`config.mk`:
```
export PLATFORM = sky130hd
export DESIGN_NAME = uart_tx_merge_flat
export DESIGN_NICKNAME = d
export VERILOG_FILES = /design/src/rtl/uart_tx_merge_if.sv /design/src/rtl/uart_tx_merge.sv /design/src/flat_wrapper.sv
export SDC_FILE = /design/constraint.sdc
export NUM_CORES = 1
export LEC_CHECK = 0
export BUFFER_PORTS_ARGS = -buffer_cell sky130_fd_sc_hd__clkbuf_2
export CAP_MARGIN = 20
export CORE_MARGIN = 8
export CORE_UTILIZATION = 50
export CTS_BUF_LIST = sky130_fd_sc_hd__clkbuf_16
export DETAILED_ROUTE_END_ITERATION = 7
export GPL_TIMING_DRIVEN = 0
export PLACE_DENSITY_LB_ADDON = 0.1
export SKIP_CTS_REPAIR_TIMING = 1
export SLEW_MARGIN = 20
export SYNTH_ARGS = -nofsm -noshare
export SYNTH_HDL_FRONTEND = slang
export SYNTH_SLANG_ARGS = --single-unit
```
`constraint.sdc`:
```
create_clock -name clk_sys -period 1.8 [get_ports clk_sys]
set_input_delay 0.27 -clock clk_sys [delete_from_list [all_inputs] [get_ports clk_sys]]
set_output_delay 0.27 -clock clk_sys [all_outputs]
set_load 0.005 [all_outputs]
```
`src/rtl/uart_tx_merge_if.sv`:
```
// Source-side and pad-side signals of the serial merge, grouped so the merger
// and its driver share one connection.
interface uart_tx_merge_if #(
   parameter int CHANNELS = 3,
   parameter int OWN_W    = $clog2(CHANNELS)
);
   logic [CHANNELS-1:0] ch_in;
   logic [CHANNELS-1:0] ch_en;
   logic                mode;
   logic                tx;
   logic                busy;
   logic [OWN_W-1:0]    owner;
   logic                collision;

   modport master (
      output ch_in, ch_en, mode,
      input  tx, busy, owner, collision
   );

   modport slave (
      input  ch_in, ch_en, mode,
      output tx, busy, owner, collision
   );
endinterface

```
`src/rtl/uart_tx_merge.sv`:
```
// Merges several idle-high serial sources onto one TX line, either by legacy
// "last edge wins" or by locking the line to the first talker until it idles.
//
// state   | meaning
// --------+------------------------------------------------------------
// S_IDLE  | no owner; tx parked high (mode 1) or following edges (mode 0)
// S_OWNED | a channel owns the line; tx mirrors it until idle timeout
module uart_tx_merge #(
   parameter int CHANNELS    = 3,
   parameter int IDLE_CYCLES = 28000,
   parameter int OWN_W       = $clog2(CHANNELS),
   parameter int CNT_W       = $clog2(IDLE_CYCLES + 1)
) (
   input  logic            clk_sys,
   input  logic            reset_n,
   uart_tx_merge_if.slave  bus
);

   typedef enum logic {S_IDLE, S_OWNED} state_t;

   state_t              r_state;
   logic [CHANNELS-1:0] r_prev;
   logic                r_mode;
   logic [CNT_W-1:0]    r_cnt;
   logic                r_tx;
   logic [OWN_W-1:0]    r_owner;
   logic                r_coll;

   state_t              w_state;
   logic [CNT_W-1:0]    w_cnt;
   logic                w_tx;
   logic [OWN_W-1:0]    w_owner;
   logic                w_coll;

   logic [CHANNELS-1:0] w_edge;
   logic [CHANNELS-1:0] w_fall;
   logic [CHANNELS-1:0] w_own_mask;
   logic [OWN_W-1:0]    w_hi_edge;
   logic [OWN_W-1:0]    w_lo_fall;
   logic                w_own_in;
   logic                w_own_en;
   logic                w_other_fall;

   assign w_edge       = (bus.ch_in ^ r_prev) & bus.ch_en;
   assign w_fall       = r_prev & ~bus.ch_in & bus.ch_en;
   assign w_own_mask   = CHANNELS'(1) << r_owner;
   assign w_own_in     = bus.ch_in[r_owner];
   assign w_own_en     = bus.ch_en[r_owner];
   assign w_other_fall = |(w_fall & ~w_own_mask);

   // Legacy merge favours the highest index; lock acquisition the lowest.
   always_comb begin
      w_hi_edge = '0;
      for (int i = 0; i < CHANNELS; i++)
         if (w_edge[i]) w_hi_edge = OWN_W'(i);
      w_lo_fall = '0;
      for (int i = CHANNELS - 1; i >= 0; i--)
         if (w_fall[i]) w_lo_fall = OWN_W'(i);
   end

   always_comb begin
      w_state = r_state;
      w_tx    = r_tx;
      w_owner = r_owner;
      w_cnt   = r_cnt;
      w_coll  = 1'b0;
      if (bus.mode != r_mode) begin
         w_state = S_IDLE;
         w_tx    = 1'b1;
         w_cnt   = '0;
      end else if (!bus.mode) begin
         w_state = S_IDLE;
         w_cnt   = '0;
         if (|w_edge) begin
            w_tx    = bus.ch_in[w_hi_edge];
            w_owner = w_hi_edge;
         end
      end else begin
         case (r_state)
            S_IDLE: begin
               w_tx  = 1'b1;
               w_cnt = '0;
               if (|w_fall) begin
                  w_state = S_OWNED;
                  w_owner = w_lo_fall;
                  w_tx    = 1'b0;
               end
            end
            S_OWNED: begin
               w_coll = w_other_fall;
               w_tx   = w_own_in;
               if (!w_own_en) begin
                  w_state = S_IDLE;
                  w_tx    = 1'b1;
                  w_cnt   = '0;
               end else if (!w_own_in) begin
                  w_cnt = '0;
               end else if (r_cnt == CNT_W'(IDLE_CYCLES - 1)) begin
                  w_state = S_IDLE;
                  w_tx    = 1'b1;
                  w_cnt   = '0;
               end else begin
                  w_cnt = r_cnt + 1'b1;
               end
            end
            default: w_state = S_IDLE;
         endcase
      end
   end

   always_ff @(posedge clk_sys or negedge reset_n) begin
      if (!reset_n) begin
         r_state <= S_IDLE;
         r_prev  <= '1;
         r_mode  <= 1'b0;
         r_cnt   <= '0;
         r_tx    <= 1'b1;
         r_owner <= '0;
         r_coll  <= 1'b0;
      end else begin
         r_state <= w_state;
         r_prev  <= bus.ch_in;
         r_mode  <= bus.mode;
         r_cnt   <= w_cnt;
         r_tx    <= w_tx;
         r_owner <= w_owner;
         r_coll  <= w_coll;
      end
   end

   assign bus.tx        = r_tx;
   assign bus.busy      = (r_state == S_OWNED);
   assign bus.owner     = r_owner;
   assign bus.collision = r_coll;

endmodule

```
`src/flat_wrapper.sv`:
```
// flat-port wrapper written by rule: the top's interface ports become plain ports
module uart_tx_merge_flat 
#(
   parameter int CHANNELS    = 3,
   parameter int IDLE_CYCLES = 28000,
   parameter int OWN_W       = $clog2(CHANNELS),
   parameter int CNT_W       = $clog2(IDLE_CYCLES + 1)
)
  (clk_sys, reset_n, bus_ch_in, bus_ch_en, bus_mode, bus_tx, bus_busy, bus_owner, bus_collision);
  uart_tx_merge_if #(.CHANNELS(CHANNELS), .OWN_W(OWN_W)) bus_i ();
  input  logic clk_sys;
  input  logic reset_n;
  input wire logic [$bits(bus_i.ch_in)-1:0] bus_ch_in;
  input wire logic [$bits(bus_i.ch_en)-1:0] bus_ch_en;
  input wire logic [$bits(bus_i.mode)-1:0] bus_mode;
  output wire logic [$bits(bus_i.tx)-1:0] bus_tx;
  output wire logic [$bits(bus_i.busy)-1:0] bus_busy;
  output wire logic [$bits(bus_i.owner)-1:0] bus_owner;
  output wire logic [$bits(bus_i.collision)-1:0] bus_collision;
  assign bus_i.ch_in = bus_ch_in;
  assign bus_i.ch_en = bus_ch_en;
  assign bus_i.mode = bus_mode;
  assign bus_tx = bus_i.tx;
  assign bus_busy = bus_i.busy;
  assign bus_owner = bus_i.owner;
  assign bus_collision = bus_i.collision;
  uart_tx_merge #(.CHANNELS(CHANNELS), .IDLE_CYCLES(IDLE_CYCLES), .OWN_W(OWN_W), .CNT_W(CNT_W)) u_core (.clk_sys(clk_sys), .reset_n(reset_n), .bus(bus_i));
endmodule
```
; After elaboration in Yosys (flattened, before gate mapping)
; Index checks and enable logic that the tools add are counted.
[totals]
mem_count = 0
input_bits = 9
register_bits = 24
romBits = 0
ram_bits = 0
wordCells = 68
latchBits = 0
[op_classes]
order_cmp = 2
multipliers = 0
eq_ne = 4
div = 0
add_sub_neg = 1
muxes = 38
shifts = 1
reduce_logical = 6
bitwise_logic = 9
[ops]
columns = op, n
row1 = 2-to-1 mux 15 bit, 5
row2 = case mux 15 bit (2 select lines), 1
row3 = 2-to-1 mux 1 bit, 19
row4 = 2-to-1 mux 2 bit, 8
row5 = adder 15 x 1 -> 15 bit (second input constant), 1
row6 = == test 15 bit (second input constant), 1
row7 = AND 3 bit, 4
row8 = OR reduction 3 bit, 3
row9 = binary-select mux 1 bit (select 2 bit), 3
row10 = < comparator 2 x 3 -> 1 bit (second input constant), 2
row11 = NOT 3 bit, 2
row12 = case mux 1 bit (2 select lines), 2
row13 = AND reduction 4 bit, 1
row14 = nonzero test 3 bit, 1
row15 = << shifter 1 x 2 -> 3 bit (first input constant), 1
row16 = bitwise XOR 3 bit, 1
row17 = inequality test 2 x 1 -> 1 bit (second input constant), 1
row18 = inequality test 2 bit (second input constant), 1
row19 = NOT 1 bit, 2
row20 = nonzero test 2 bit, 1
row21 = inequality test 1 bit, 1

; Longest topological paths before layout
; Gate-level depths: netlist (run 1).
[depth]
depth_word = 9
depth_mapped = 7

; Worst setup path after synthesis (run 1)
; No wires, ideal clock.
[synth_path]
path_type = reg-to-reg
start = register u_core.r_prev[1]
end = register u_core.r_owner[1] (netlist: u_core.bus.owner[1])
path_stages_with_launch = 6
synth_period_minus_slack_ps = 1750
path_buffers = 0
arrival_time_ps = 1622
setup_time_ps = 128
path_slack_ps = 50
cell_sequence = dfstp_2 ha_1 nand2b_1 or3b_1 a21oi_1 mux2_1
[synth_via]
elab_chain_len = 7
elab_cells_between_ends = 14
[synth_rtl]
columns = item, line
row1 = from (decl), uart_tx_merge.sv:22  ; logic [CHANNELS-1:0] r_prev;
row2 = from (signal assigned), uart_tx_merge.sv:122  ; r_prev <= bus.ch_in;
row3 = AND 3 bit (2 in a row), uart_tx_merge.sv:45  ; assign w_fall = r_prev & ~bus.ch_in & bus.ch_en;
row4 = 2-to-1 mux 2 bit (2 in a row), uart_tx_merge.sv:58  ; if (w_fall[i]) w_lo_fall = OWN_W'(i);
row5 = 2-to-1 mux 2 bit, uart_tx_merge.sv:83  ; if (|w_fall) begin
row6 = 2-to-1 mux 2 bit, uart_tx_merge.sv:79  ; case (r_state)
row7 = 2-to-1 mux 2 bit, uart_tx_merge.sv:71  ; end else if (!bus.mode) begin
row8 = to (signal assigned), uart_tx_merge.sv:126  ; r_owner <= w_owner;
row9 = to (decl), uart_tx_merge.sv:26  ; logic [OWN_W-1:0] r_owner;
; Parallel ways exist; a longest one is shown, timed or not. The select of a mux whose other input is x is not followed.
; A chain may end at the register's enable or synchronous reset.

; Worst setup path in the final report (run 1)
; Same ends and word-level chain as after synthesis.

==> results of run 1 <==
## cells by family (layout without fill, tap and decap cells)
| family | count (synthesis) | in the layout | synth area share |
|---|---|---|---|
| XOR/XNOR | 11 | 11 | 0.0731 |
| multiplexers | 4 | 4 | 0.0313 |
| flip-flops | 24 | 24 | 0.459 |
| adder cells (fa/ha/maj) | 4 | 4 | 0.0380 |
| AND/OR/NAND/NOR | 65 | 65 | 0.264 |
| AO/OA/AOI/OAI | 19 | 19 | 0.0930 |
| buffers and inverters | 11 | 28 | 0.0417 |
## Yosys cell counts (all sizes together) (2+ instances only)
cell,number,area share
a21oi,4,0.015
a41oi,3,0.020
and3,3,0.014
and4,4,0.027
buf,4,0.022
dfrtp,20,0.38
dfstp,4,0.080
ha,4,0.038
inv,6,0.017
mux2i,3,0.023
nand2,13,0.039
nand3,8,0.030
nand3b,2,0.011
nand4,5,0.024
nor2,16,0.046
nor2b,3,0.014
nor3,2,0.0076
o21ai,6,0.023
o31ai,2,0.011
xnor2,3,0.020
xor2,8,0.053
## power by group through the flow
stage / Sequential [mW] / Clock, mW / Combinational [mW]
floorplan: 0.585 / 0 / 0.0847
global placement: 0.585 / 0 / 0.140
detailed placement: 0.586 / 0 / 0.143
CTS: 0.577 / 0.484 / 0.143
global route: 0.581 / 0.509 / 0.183
finish: 0.577 / 0.471 / 0.164
## metrics by stage
step	setup TNS [ps]	utilization	hold WS [ps]	power (mW)
after detailed placement	-696	0.569	298	0.729
after floorplan	0	-	-25.6	0.669
final	-2.60	0.621	3.29	1.21
after global placement	-513	0.569	288	0.726
after global routing	-47.9	0.621	69.2	1.27
after CTS	-849	0.600	26.6	1.20
## area by class of cell
| type | instances | area [µm²] | area share |
|---|---|---|---|
| buffer | 4 | 31.3 | 0.0202 |
| inverter | 6 | 22.5 | 0.0145 |
| sequential | 24 | 606 | 0.390 |
| timing repair buffer | 14 | 72.6 | 0.0468 |
| tap | 30 | 37.5 | 0.0242 |
| multi-input combinational | 103 | 703 | 0.453 |
| clock inverter | 1 | 3.75 | 0.00242 |
| clock buffer | 3 | 75.1 | 0.0484 |
## layer usage
metal	share of wire	wire, µm
met2	0.44	1170
met1	0.51	1340
met3	0.048	127
met5	0	0
met4	0	0
## worst paths after layout
check	to	cells after the start	slack (ps)
setup / recovery	u_core.bus.owner[1]$_DFFE_PN0P_	5	-3
hold / removal	u_core.r_cnt[13]$_DFF_PN0_	1	3
setup reg to reg	u_core.bus.owner[1]$_DFFE_PN0P_	5	-3
hold reg to reg	u_core.bus.tx$_DFFE_PN1P_	2	470
max in group asynchronous	u_core.r_prev[2]$_DFF_PN1_	1	1420
min in group clk_sys	u_core.r_prev[1]$_DFF_PN1_	1	140
## state kept, by name, summed over array words and instances (netlist names)
| register | count |
|---|---|
| u_core.r_cnt | 15 |
| u_core.bus.owner | 2 |
| u_core.r_prev | 3 |
| u_core.r_mode | 1 |
| u_core.bus.busy | 1 |
| u_core.bus.tx | 1 |
| u_core.bus.collision | 1 |
==> impl.org, run 1 <==
** Run status
- The run finished, with violations left.
- Violations in the final reports :: negative setup slack

** Clocking
- Number of buffers created by CTS :: 3
- Clock latency on the worst-skew pair, taken at its later pin, is 250 ps.
- Master cell of the clock root buffer :: sky130_fd_sc_hd__clkbuf_16
- The clock passes through at most 2 buffers.
- CTS tree :: done
- TritonCTS sink count :: 24
- Clock-pin slew was measured on the worst setup and hold paths at 60 ps.
- H-tree depth :: 1

** Synthesis
- Instance count of the mapped netlist :: 138
- Total of warnings raised by yosys :: 0
- Synth Register Bits :: 24
- In this run, synthesis inferred 0 flip-flops with an integrated enable.
- Library cells used by synthesis :: 40
- Post-synth net total :: 151
- After synthesis, the share of flip-flops with an asynchronous set or reset is 1.00.
- Each instance of the synthesized netlist takes up on average 9.56 µm².
- The most used flip-flop cell after synthesis is sky130_fd_sc_hd__dfrtp_1.
- Of the synthesized area, sequential elements account for 0.459.
- Total standard cell area after synthesis :: 0.00132 mm²

** Critical path
- Data arrives at the worst endpoint at 1940 ps.
- For the worst setup path, the data required time is 1940 ps.
- Kind of cell adding the most delay to the critical path :: flip-flops
- In this run the critical register-to-register path is launched from u_core.r_prev[1]$_DFF_PN1_.
- CP bufs+invs :: 0
- Worst Setup Path Type :: register to register
- STA classifies the critical path startpoint as a register.
- For this run, the slowest stage of the critical path takes 540 ps.
- Of all nets on the critical path, the largest fanout is 3.
- The most critical setup path has its startpoint at u_core.r_prev[1]$_DFF_PN1_.
- Slowest-stage cell, CP :: sky130_fd_sc_hd__dfstp_2
- The critical path goes through ha_4, nand2b_4, or3b_4, a21oi_4, mux2_4.
- Type of element capturing the critical path :: register

** Pwr
- Share of power burned in registers :: 0.476
- Worst IR drop on VDD :: 0.000449 V
- For this design the ratio of total power to cell area is 781 mW/mm².
- Summed over all nets, the switching power comes to 281 µW.
- Internal Pwr Total :: 931 µW
- Static leakage :: 0.675 nW
- The share of total power dissipated in the clock network is 0.389.
- The share of total power dissipated in combinational logic is 0.135.
- Fraction of power spent switching nets :: 0.232

** GRT
- The via count of the first global-routing pass came to 1,076.
- In the global route stage, met2 resource usage came out at 0.205.
- Global-route wire length before repair :: 4690 µm
- Maximum number of pins on one net before global-route repair :: 25
- For this run the aggregate overflow at the end of global routing stands at 0.
- Global-route track usage on met3 :: 0.0298
- The layer flagged by global routing as most heavily used is met2.
- Initial antenna violation count :: 0
- For this run, the total global-route usage over all layers was measured as 0.130.
- For met1 alone, demand over resource in global routing was 0.178.

** Placement
- Area post-placement :: 0.00142 mm²
- Detail Placement HPWL :: 1960 µm
- Number of placed instances, taps included :: 181
- RD Place Congestion :: 0.908
- Port-buffer cells :: 13
- Prior to clock tree synthesis, the placed netlist has a worst setup slack of -173 ps.

** Timing
- Final period util :: 1.00
- Relative max-transition margin :: 0.617
- Actual transition at the worst max-transition pin :: 574 ps
- Final Setup Violations :: 1
- Crit path time final :: 1800 ps
- RSZ-0062 raised after global routing :: true
- Maximum clock rate :: 555 MHz
- Hold Vio Cnt, Final :: 0
- Post-layout worst setup margin :: -2.60 ps
- Max-slew violation count :: 0
- Worst Skew :: 3.28 ps

** Route
- Routed via count :: 1,053
- After detailed routing, the total wire length is 2630 µm.
- After detailed routing, the number of remaining DRC violations is 0.
- Remaining number of nets flagged by the antenna check after routing :: 0
- DR vias/cell :: 5.69
- Routed wire length per instance :: 14.2 µm
- The first detailed-routing pass took 5 iterations.
- Initial DRC Count :: 62

** Floorplan
- The initial utilization of the core area, before any placement, comes to 0.528.
- Placeable core area :: 0.00250 mm²
- Number of I/O pins :: 14
- Total Die Area :: 0.00454 mm²
- Number of rows created at floorplan :: 18
- Measured along the x axis, the die boundary spans 67.4 µm.
- Height of the die :: 67.4 µm

** Cells and area
- The library cell used most frequently in the layout, excluding fill and tap cells, is sky130_fd_sc_hd__dfrtp_1.
- Post-layout net count :: 169
- Antenna diodes :: 0
- The area growth from synthesis to layout is 17.6%.
- Fraction of final layout cells sized beyond drive strength 1 :: 0.213
- In the layout the commonest cells are sky130_fd_sc_hd__dfrtp_1, sky130_fd_sc_hd__nor2_1, sky130_fd_sc_hd__clkbuf_2, sky130_fd_sc_hd__nand2_1.
- After routing the design area is 0.00155 mm².
- The count of cells in the finished layout, fillers not included, comes to 185.
- Number of fillers in the final layout :: 197

** Flow run
- The tool flagged a number of max-cap violations equal to 0.

** Hold path
- In this run the worst hold path is classified as primary input to asynchronous set/reset pin.
No activity file was read; power rests on OpenSTA's default activity.
==> inputs of run 2 (changes only) <==
--- a/config.mk
+++ b/config.mk
@@ -5,6 +5,7 @@
 export SDC_FILE = /design/constraint.sdc
 export NUM_CORES = 1
 export LEC_CHECK = 0
+export ABC_AREA = 1
 export BUFFER_PORTS_ARGS = -buffer_cell sky130_fd_sc_hd__clkbuf_2
 export CAP_MARGIN = 20
 export CORE_MARGIN = 8
==> run 2 against run 1 <==
The flow now finishes without violations; sequential cell count unchanged; register-to-register slack gained 180 ps; power is 17% higher; synthesized cell count rose by 45%; clock-buffer cell count unchanged; sequential power grew 3%; design area increased by 7.7%; critical endpoint is now u_core.bus.owner[0]$_DFFE_PN0P_; largest power group is now clock.
==> impl.org, run 2 <==
** Run status
- Outcome :: finished, final reports clean

** Synthesis
- The area share of the leading cell type in the synthesized netlist came to 0.343 (-0.0367).
- Syn avg cell area :: 7.30 µm² (-24%)
- Top FF cell, synth :: sky130_fd_sc_hd__dfrtp_1
- The number of distinct library cells after synthesis was 22 (-45%).
- In the post-synthesis netlist, the biggest area contributors are sky130_fd_sc_hd__dfrtp_1, sky130_fd_sc_hd__nand2_1, sky130_fd_sc_hd__inv_1, sky130_fd_sc_hd__nand3_1, sky130_fd_sc_hd__dfstp_2.
- The number of synthesized register bits was 24 (unchanged).
- Asr flop ratio synth :: 1.00 (unchanged)
- Post-synth EDFFs :: 0 (unchanged)
- Most common cell in the synthesized netlist :: sky130_fd_sc_hd__nand2_1
- The warning count from the yosys run is 0 (unchanged).
- sky130_fd_sc_hd__dfrtp_1 takes more of the synthesized area than any other cell.
- Post-synth net total :: 213 (+41%)
- Share of synthesized area occupied by flip-flops and latches :: 0.415 (-0.0445)
- The synthesized instance count was 200 (+45%).
- Most frequent cells after synthesis :: sky130_fd_sc_hd__nand2_1, sky130_fd_sc_hd__inv_1, sky130_fd_sc_hd__nor2_1
- The cell area after synthesis was 0.00146 mm² (+11%).

** Route
- The number of iterations in the first detailed-routing pass was 5 (unchanged).
- The number of remaining DRC errors is 0 (unchanged).
- The number of vias per cell was 5.23 (-8.2%).
- The number of DRC markers in iteration 0 is 40 (-35%).
- The average wire per standard cell was 12.0 µm (-16%).
- The total number of vias was 1,296 (+23%).
- The count of nets left with antenna violations after detail routing was 0 (unchanged).
- The routed wire length was 2970 µm (+13%).

** GRT
- The pin count of the biggest net entering global routing was 25 (unchanged).
- Via count of the first global-routing pass :: 1,279 (+19%)
- The leftover overflow at the end of global routing came to 0 (unchanged).
- The first-pass GRT wire length was 5240 µm (+12%).
- Total track usage :: 0.123 (-0.00680)
- Initial antenna violation count :: 0 (unchanged)

** Placement
- Detail Placement HPWL :: 2380 µm (+22%)
- Worst slack, placed :: 145 ps (+319 ps)
- Port-buffer cells :: 13 (unchanged)
- The final weighted congestion in routability-driven placement came to 0.865 (-4.7%).
- Area post-placement :: 0.00156 mm² (+10%)

** Critical path
- Largest fanout on the critical path :: 5 (+2)
- Type of element capturing the critical path :: register
- STA classifies the critical path startpoint as a register.
- Worst Setup Path Type :: register to register
- The required time at the endpoint of the critical path was 1940 ps (about the same).
- The critical path arrival is 1760 ps (-180 ps).

** Pwr
- The worst IR drop on VDD came to 0.000606 V (+35%).
- PD cells :: 848 mW/mm² (+8.6%)
- The total power draw was 1.42 mW (+17%).
- Static leakage :: 0.817 nW (+21%)

** Clocking
- The H-tree depth is 1 (unchanged).
- The buffer depth of the longest clock path came to 2 (unchanged).
- Clk_lat worst skew :: 250 ps (about the same)
- The TritonCTS buffer count is 3 (unchanged).
- Post-CTS clock slew at the launch and capture registers of the worst setup and hold paths :: 60 ps (about the same)
- CTS tree :: done
- The clock sink count was 24 (unchanged).
- In this run the clock root is driven by a sky130_fd_sc_hd__clkbuf_16.

** Floorplan
- The floorplan core area is 0.00276 mm² (+10%).
- Initial Util :: 0.529 (+0.00196)
- The total number of placement rows came to 19 (+1).
- The overall die width came to 70.0 µm (+4.0%).
- The vertical die dimension came to 70.0 µm (+4.0%).
- The count of pins on the block boundary was 14 (unchanged).
- The die footprint is 0.00491 mm² (+8.1%).

** Hold path
- In this run the worst hold path is classified as primary input to asynchronous set/reset pin.

** Cells and area
- Ranked by flip-flop count, first place goes to u_core.r_cnt.
- Post-layout net count :: 231 (+37%)
- The top cell types in the final layout, fill and taps aside, are sky130_fd_sc_hd__nand2_1, sky130_fd_sc_hd__inv_1, sky130_fd_sc_hd__nor2_1, sky130_fd_sc_hd__nand3_1, sky130_fd_sc_hd__dfrtp_1.
- The library cell used most frequently in the layout, excluding fill and tap cells, is sky130_fd_sc_hd__nand2_1.
- The antenna diode count was 0 (unchanged).
- From synthesis to final layout, the design area changed by 14.4%.
- The flip-flop count of the largest register, all copies and words added is 15 (unchanged).
- Post-Layout Inst Area :: 0.00167 mm² (+7.7%)
- Share of the core filled with cells in the final layout :: 0.606 (-0.0149)
- Fraction of final layout cells sized beyond drive strength 1 :: 0.175 (-0.0378)

** Timing
- The clock skew after layout was 3.95 ps (+0.671 ps).
- The actual slew at the worst max-slew pin was 598 ps (+23.6 ps).
- The final clock period utilization by the worst path came to 0.899 (-0.103).
- The maximum clock frequency was 618 MHz (+11%).
- The relative slew slack came to 0.601 (-0.0158).
- Crit path time final :: 1620 ps (-185 ps)
- The final number of hold-violating endpoints was 0 (unchanged).
- RSZ-0062 raised after global routing :: false
- The final count of pins violating max slew is 0 (unchanged).
- Post-Route Setup TNS :: 0 ps (+2.60 ps)
- The final worst-path setup slack was 182 ps (+185 ps).
- Final Setup Violations :: 0 (-1)

** Flow run
- The max-cap check violation count is 0 (unchanged).
==> run 2: cell count changes after synthesis, moves of 3 or more <==
| cell | delta |
|---|---|
| sky130_fd_sc_hd__inv_1 | +27 |
| sky130_fd_sc_hd__mux2i_1 | -3 |
| sky130_fd_sc_hd__nand3_1 | +14 |
| sky130_fd_sc_hd__a41oi_1 | -3 |
| sky130_fd_sc_hd__nor2_2 | +10 |
| sky130_fd_sc_hd__and4_1 | -4 |
| sky130_fd_sc_hd__a21oi_1 | -4 |
| sky130_fd_sc_hd__xor2_1 | -4 |
| sky130_fd_sc_hd__and3_1 | -3 |
| sky130_fd_sc_hd__nand2_1 | +40 |
| sky130_fd_sc_hd__nor2_1 | +7 |
| sky130_fd_sc_hd__nor2b_1 | -3 |
==> run 2: metal layers <==
metal	global-route usage	part of all wire
met5	0	0
met4	0.0446	0.0071
met3	0.0169	0.028
met2	0.211	0.49
met1	0.151	0.47
==> run 2: path summary, 6_finish.rpt <==
path	startpoint	cells past startpoint	slack (ps)	endpoint
setup / recovery	u_core.r_prev[2]$_DFF_PN1_	8	180	u_core.bus.owner[0]$_DFFE_PN0P_
setup reg to reg	u_core.r_prev[2]$_DFF_PN1_	8	180	u_core.bus.owner[0]$_DFFE_PN0P_
hold reg to reg	u_core.bus.tx$_DFFE_PN1P_	2	490	u_core.bus.tx$_DFFE_PN1P_
min in group clk_sys	bus_ch_in[1]	1	120	u_core.r_prev[1]$_DFF_PN1_
max in group asynchronous	reset_n	1	1370	u_core.r_cnt[0]$_DFF_PN0_
hold / removal	reset_n	1	10	u_core.r_cnt[11]$_DFF_PN0_
==> run 2: critical path: stages (launching register included) <==
cell                      delay, ps
sky130_fd_sc_hd__dfstp_2        520
sky130_fd_sc_hd__ha_1           210
sky130_fd_sc_hd__inv_1           70
sky130_fd_sc_hd__nand2_1        130
sky130_fd_sc_hd__nand2_1         90
sky130_fd_sc_hd__nor2_1          60
sky130_fd_sc_hd__nor2_1         110
sky130_fd_sc_hd__nand2_1        110
sky130_fd_sc_hd__o21a_1         200
==> run 2: through the flow <==
| stage | hold WS, ps | std cells |
|---|---|---|
| floorplan | -25.6 | 200 |
| global placement | 304 | 244 |
| detailed placement | 310 | 244 |
| CTS | 40.1 | 248 |
| global route | 76.9 | 248 |
| finish | 12.5 | 248 |
==> run 2: cell type report <==
| class | count | area [µm²] |
|---|---|---|
| Clock inverter | 1 | 30.0 |
| Multi-Input combinational cell | 142 | 719 |
| Buffer | 1 | 11.3 |
| Inverter | 33 | 124 |
| Sequential cell | 24 | 607 |
| Clock buffer | 3 | 75.1 |
| Timing Repair Buffer | 13 | 65.1 |
| Fill cell | 258 | 1090 |
| Tap cell | 31 | 38.8 |
==> run 2: cell families after synthesis <==
logic type	count (synthesis)	synth area share
compound gates	11	0.0463
xor+xnor	6	0.0360
fa+ha+maj	4	0.0343
buf+inv	34	0.0925
flops	24	0.415
simple gates	121	0.376
==> run 2: report_power, final <==
| group | internal, mW | total, mW | switching [mW] |
|---|---|---|---|
| Sequential | 0.568 | 0.594 | 0.0262 |
| Combinational | 0.0725 | 0.196 | 0.123 |
| Clock | 0.442 | 0.627 | 0.185 |
| Total | 1.08 | 1.42 | 0.335 |
